[src/rtl/multicycle_control.sv]
// LEGv8 multicycle control FSM: fetch/decode/exec/mem/wb sequencing,
// memory-wait timeout, sticky trap state and retired-instruction count.
module multicycle_control #(
   parameter int OPCODE_W    = 11,
   parameter int ENABLE_IMM  = 1,
   parameter int MEM_TIMEOUT = 15,
   parameter int RET_W       = 16
) (
   input  logic                clk,
   input  logic                reset,
   input  logic [OPCODE_W-1:0] opCode,
   input  logic                mem_ready,
   input  logic                zero,
   output logic                PCWrite,
   output logic                IRWrite,
   output logic                Reg2Loc,
   output logic                ALUSrc,
   output logic                MemtoReg,
   output logic                RegWrite,
   output logic                MemRead,
   output logic                MemWrite,
   output logic                Branch,
   output logic                UncondBranch,
   output logic [1:0]          ALUOp,
   output logic [2:0]          state,
   output logic                illegal,
   output logic [RET_W-1:0]    retired
);

   typedef enum logic [2:0] {
      S_FETCH  = 3'd0,
      S_DECODE = 3'd1,
      S_EXEC   = 3'd2,
      S_MEM    = 3'd3,
      S_WB     = 3'd4,
      S_TRAP   = 3'd5
   } state_t;

   typedef enum logic [3:0] {
      C_NONE  = 4'd0,
      C_LDUR  = 4'd1,
      C_STUR  = 4'd2,
      C_CBZ   = 4'd3,
      C_CBNZ  = 4'd4,
      C_B     = 4'd5,
      C_RTYPE = 4'd6,
      C_IMM   = 4'd7,
      C_ILL   = 4'd8
   } class_t;

   localparam logic [7:0] LP_TO_M1 = 8'(MEM_TIMEOUT - 1);
   localparam logic [RET_W-1:0] LP_ONE = {{(RET_W-1){1'b0}}, 1'b1};

   state_t           r_state;
   state_t           w_next;
   class_t           r_class;
   class_t           w_dec;
   logic [7:0]       r_wait;
   logic [RET_W-1:0] r_retired;
   logic [10:0]      w_op;
   logic             w_wait_hit;
   logic             w_in_wait;
   logic             w_retire;

   assign w_op       = opCode[10:0];
   assign w_in_wait  = (r_state == S_FETCH) || (r_state == S_MEM);
   assign w_wait_hit = (r_wait == LP_TO_M1);

   always_comb begin
      w_dec = C_ILL;
      casez (w_op)
         11'b11111000010: w_dec = C_LDUR;
         11'b11111000000: w_dec = C_STUR;
         11'b10110100???: w_dec = C_CBZ;
         11'b10110101???: w_dec = C_CBNZ;
         11'b000101?????: w_dec = C_B;
         11'b10001011000,
         11'b11001011000,
         11'b10001010000,
         11'b10101010000: w_dec = C_RTYPE;
         11'b1001000100?,
         11'b1101000100?: w_dec = (ENABLE_IMM != 0) ? C_IMM : C_ILL;
         default:         w_dec = C_ILL;
      endcase
   end

   always_comb begin
      w_next       = r_state;
      PCWrite      = 1'b0;
      IRWrite      = 1'b0;
      Reg2Loc      = 1'b0;
      ALUSrc       = 1'b0;
      MemtoReg     = 1'b0;
      RegWrite     = 1'b0;
      MemRead      = 1'b0;
      MemWrite     = 1'b0;
      Branch       = 1'b0;
      UncondBranch = 1'b0;
      ALUOp        = 2'b00;
      case (r_state)
         S_FETCH: begin
            MemRead = 1'b1;
            if (mem_ready) begin
               IRWrite = 1'b1;
               PCWrite = 1'b1;
               w_next  = S_DECODE;
            end else if (w_wait_hit) begin
               w_next = S_TRAP;
            end
         end
         S_DECODE: begin
            w_next = (w_dec == C_ILL) ? S_TRAP : S_EXEC;
         end
         S_EXEC: begin
            case (r_class)
               C_B: begin
                  UncondBranch = 1'b1;
                  PCWrite      = 1'b1;
                  w_next       = S_FETCH;
               end
               C_CBZ, C_CBNZ: begin
                  Reg2Loc = 1'b1;
                  ALUOp   = 2'b01;
                  Branch  = 1'b1;
                  PCWrite = (r_class == C_CBZ) ? zero : !zero;
                  w_next  = S_FETCH;
               end
               C_RTYPE: begin
                  ALUOp  = 2'b10;
                  w_next = S_WB;
               end
               C_IMM: begin
                  ALUOp  = 2'b11;
                  ALUSrc = 1'b1;
                  w_next = S_WB;
               end
               C_LDUR, C_STUR: begin
                  ALUSrc  = 1'b1;
                  Reg2Loc = (r_class == C_STUR);
                  w_next  = S_MEM;
               end
               default: w_next = S_TRAP;
            endcase
         end
         S_MEM: begin
            ALUSrc = 1'b1;
            if (r_class == C_STUR) begin
               MemWrite = 1'b1;
               Reg2Loc  = 1'b1;
            end else begin
               MemRead = 1'b1;
            end
            if ((r_class != C_STUR) && (r_class != C_LDUR)) begin
               w_next = S_TRAP;
            end else if (mem_ready) begin
               w_next = (r_class == C_LDUR) ? S_WB : S_FETCH;
            end else if (w_wait_hit) begin
               w_next = S_TRAP;
            end
         end
         S_WB: begin
            RegWrite = 1'b1;
            MemtoReg = (r_class == C_LDUR);
            w_next   = S_FETCH;
         end
         S_TRAP: w_next = S_TRAP;
         default: w_next = S_TRAP;
      endcase
   end

   // An instruction retires on the edge that returns the FSM to FETCH.
   assign w_retire = (w_next == S_FETCH) &&
                     ((r_state == S_EXEC) ||
                      (r_state == S_MEM)  ||
                      (r_state == S_WB));

   always_ff @(posedge clk) begin
      if (reset) begin
         r_state   <= S_FETCH;
         r_class   <= C_NONE;
         r_wait    <= 8'd0;
         r_retired <= '0;
      end else begin
         r_state <= w_next;
         if (r_state == S_DECODE) begin
            r_class <= w_dec;
         end
         if (w_next != r_state) begin
            r_wait <= 8'd0;
         end else if (w_in_wait && !mem_ready) begin
            r_wait <= r_wait + 8'd1;
         end
         if (w_retire) begin
            r_retired <= r_retired + LP_ONE;
         end
      end
   end

   assign state   = r_state;
   assign illegal = (r_state == S_TRAP);
   assign retired = r_retired;

endmodule

[config.mk]
export PLATFORM = sky130hd
export DESIGN_NAME = multicycle_control
export DESIGN_NICKNAME = d
export VERILOG_FILES = /design/src/rtl/multicycle_control.sv
export SDC_FILE = /design/constraint.sdc
export NUM_CORES = 1
export LEC_CHECK = 0
export ABC_AREA = 1
export BUFFER_PORTS_ARGS = -buffer_cell sky130_fd_sc_hd__buf_2
export CAP_MARGIN = 10
export CORE_MARGIN = 8
export CORE_UTILIZATION = 41
export DETAILED_ROUTE_END_ITERATION = 7
export GPL_ROUTABILITY_DRIVEN = 0
export HOLD_SLACK_MARGIN = 0.1
export PLACE_DENSITY = 0.72
export SKIP_CTS_REPAIR_TIMING = 1
export SLEW_MARGIN = 5
export SYNTH_ARGS = -nofsm -noshare
export SYNTH_HDL_FRONTEND = slang
export SYNTH_SLANG_ARGS = --single-unit
[constraint.sdc]
create_clock -name clk -period 2.1 [get_ports clk]
set_input_delay 0.21 -clock clk [delete_from_list [all_inputs] [get_ports clk]]
set_output_delay 0.21 -clock clk [all_outputs]
set_load 0.05 [all_outputs]
==> summary.md <==
| Metric | Value |
|---|---|
| Synth Register Bits | 31 |
| Via Count | 2172 |
| Area leader, netlist | dfxtp_1 |
| Fmax achieved | 0.516 GHz |
| TritonCTS clock tree | done |
| GR Overflow Total | 0 |
| Multiplexer share of the synthesized area | 0% |
| Worst-path maximum fanout | 5 |
| Post-DP HPWL | 3990 um |
| CP arrival | 1730 ps |
| Fin Setup TNS | 0 ps |
| Root Driver | clkbuf_8 |
| Post-synth top cells | nand2_1, nor2_1, inv_1 |
| EDFF count, synth | 0 |
| Via density per instance | 4.81 |
| Comb pwr share | 32.8% |
| DR WL/cell | 11.3 um |
| Final instance area | 0.00256 sq mm |
| Hold Fails Final Rpt | 0 |
| Compound-cell area share of the yosys netlist | 10.4% |
| Clock share of power | 32.0% |
| PD cells | 759 mW/mm^2 |
| Setup violations, final | 0 |
| Antenna diodes | 0 |
| Seq pwr share | 35.2% |
| Layout cell share with drive strength beyond 1 | 22.3% |
| Outcome | complete, no violations |
| First drt pass iteration count | 4 |
| Die Span X | 87.1 um |
| Die height | 87.1 um |
| Clk_skew | 9.23 ps |
| Post-layout net count | 399 |
| Sw power | 0.000760 W |
| Post-synth cell types | 28 |
| Multi-input logic area | 0.00131 sq mm |
| DP Worst Slack | 188 ps |
| Vias in the first global route | 2082 |
| Main combinational cell family by area after synthesis | simple AND/OR/NAND/NOR gates |
| Total I/O pin count | 47 |
| Clock-pin slew on the worst setup and hold paths | 60 ps |
| Core box area | 0.00498 sq mm |
| RSZ-0062 raised after global routing | false |
| Most area-consuming cells after synthesis | dfxtp_1, nand2_1, nor2_1 |
| Placed cell area | 0.00243 sq mm |
| Syn_nets | 348 |
| Post-Syn Area | 0.00207 sq mm |
| Initial Util | 41.6% |
| Clk sinks | 31 |
| Max-slew violations | 0 |
| Post-synthesis xor/xnor area fraction | 8.88% |
| # port buffers | 46 |
| Largest net degree at the start of global routing | 21 |
| Initial antenna violation count | 0 |
| Synthesis-to-finish area growth | 23.8% |
| DRT iter0 DRCs | 79 |
| Post-synthesis simple-gate area fraction | 39.6% |
| Synthesized instance count | 330 |
| Fill cell count | 509 |
| Total GRT Usage | 14.3% |
| Site Rows | 26 |
| Crit share post-route | 92.3% |
| Critical Path RT | 1890 ps |
| Switch share | 39.1% |
| Register Area | 628 sq um |
| # DRC | 0 |
| Post-synth top area share | 30.0% |
| Most used DFF post-synth | dfxtp_1 |
| Die area | 0.00758 sq mm |
| Slew headroom | 75.1% |
| Startpoint Class | flop |
| Max Cap Viol | 0 |
| Min cycle time layout | 1940 ps |
| Worst min path class | primary input to flop |
| Final antenna-violating net count | 0 |
| Synthesized area per cell | 6.28 sq um |
| Final wirelength | 5120 um |
| Worst setup margin | 162 ps |
| Clk buf depth | 2 |
| H-tree depth | 2 |
| Num CTS Buffers | 5 |
| Worst skew pair latency | 290 ps |
| Power Internal | 0.00119 W |
| Synth Area in Adders | 1.81% |
| Ys async rst share | 0% |
| Sequential element share of the synthesized area | 30.0% |
| First-pass GRT wire length | 8830 um |
| Crit Path Category | flop to output port |
| Lkg Pwr | 1.18 nW |
| Worst Tran Pin Value | 370 ps |
| CP endpoint kind | output port |
| Most frequent cell after synthesis | nand2_1 |
| Peak supply drop | 0.000276 V |
| Syn. warnings | 0 |
==> per-stage QoR <==
| stage | hold WS (ps) | util, % | instances | power, W |
|---|---|---|---|---|
| 6_report | 290 | 51.5 | 452 | 0.00195 |
| 5_1_grt | 333 | 51.5 | 452 | 0.00204 |
| 4_1_cts | 285 | 51.1 | 452 | 0.00195 |
| 3_5_place_dp | 489 | 48.8 | 444 | 0.00132 |
| 3_3_place_gp | 476 | 48.8 | 444 | 0.00131 |
| 2_1_floorplan | 442 | - | 330 | 0.00118 |
==> worst max-delay path, stage by stage (launching register included) <==
cell	delay (ps)
dfxtp_1	390
inv_1	140
nor4_2	300
xnor2_1	100
a211o_1	290
clkbuf_4	210
==> power groups by stage <==
stage          registers (W)  clock network [W]  logic, W
2_1_floorplan       0.000728                  0  0.000447
3_3_place_gp        0.000693                  0  0.000616
3_5_place_dp        0.000694                  0  0.000625
4_1_cts             0.000681           0.000636  0.000631
5_1_grt             0.000691           0.000656  0.000695
6_report            0.000686           0.000622  0.000638
==> per-layer routing <==
metal / GRT usage [%] / wire length (um) / vias to the layer above
met5: 0 / 0 / -
met4: 7.34 / 113 / 0
met3: 3.21 / 168 / 10
met2: 25.7 / 2640 / 28
met1: 15.3 / 2200 / 982
li1: - / - / 1152
==> registers in the layout (all words and copies together) (netlist names) <==
signal / flops
r_class: 4
r_wait: 8
retired: 16
state: 3
==> path summary, 6_finish.rpt <==
| check | from | cells past startpoint | end | slack (ps) |
|---|---|---|---|---|
| setup reg to reg | r_wait[0] | 13 | r_wait[1] | 230 |
| hold / removal | opCode[4] | 4 | r_class[0] | 290 |
| setup / recovery | r_class[0] | 5 | PCWrite | 160 |
| hold reg to reg | retired[15] | 2 | retired[15] | 490 |
==> cells in the final DEF, fill, tap and decap left out, types with 4 or more instances in the layout <==
| master | netlist | routed |
|---|---|---|
| nand2_1 | 92 | 92 |
| nor2_1 | 50 | 47 |
| buf_2 | 0 | 45 |
| inv_1 | 39 | 39 |
| dfxtp_1 | 31 | 27 |
| nand3_1 | 21 | 20 |
| a21oi_1 | 20 | 20 |
| xor2_1 | 13 | 13 |
| xnor2_1 | 8 | 8 |
| nor3_1 | 9 | 8 |
| o21ai_0 | 7 | 7 |
| inv_2 | 7 | 6 |
| clkbuf_8 | 0 | 6 |
| nor3_2 | 4 | 4 |
| nand4_1 | 4 | 4 |
==> cell type report <==
type,instances,share of cell area (%)
clock inverter,2,1.37
inverter,46,6.93
multi-input combinational,249,50.9
timing repair buffer,48,9.66
clock buffer,6,3.22
sequential,31,24.5
tap,70,3.41
==> kinds of logic (layout without fill, tap and decap cells) <==
kind of cell,count (synthesis),count (layout)
buf+inv,50,102
flops,31,31
simple gates,188,188
xor+xnor,21,21
fa+ha+maj,3,3
compound gates,37,37
Note: power is estimated with default switching activity, not from simulation.
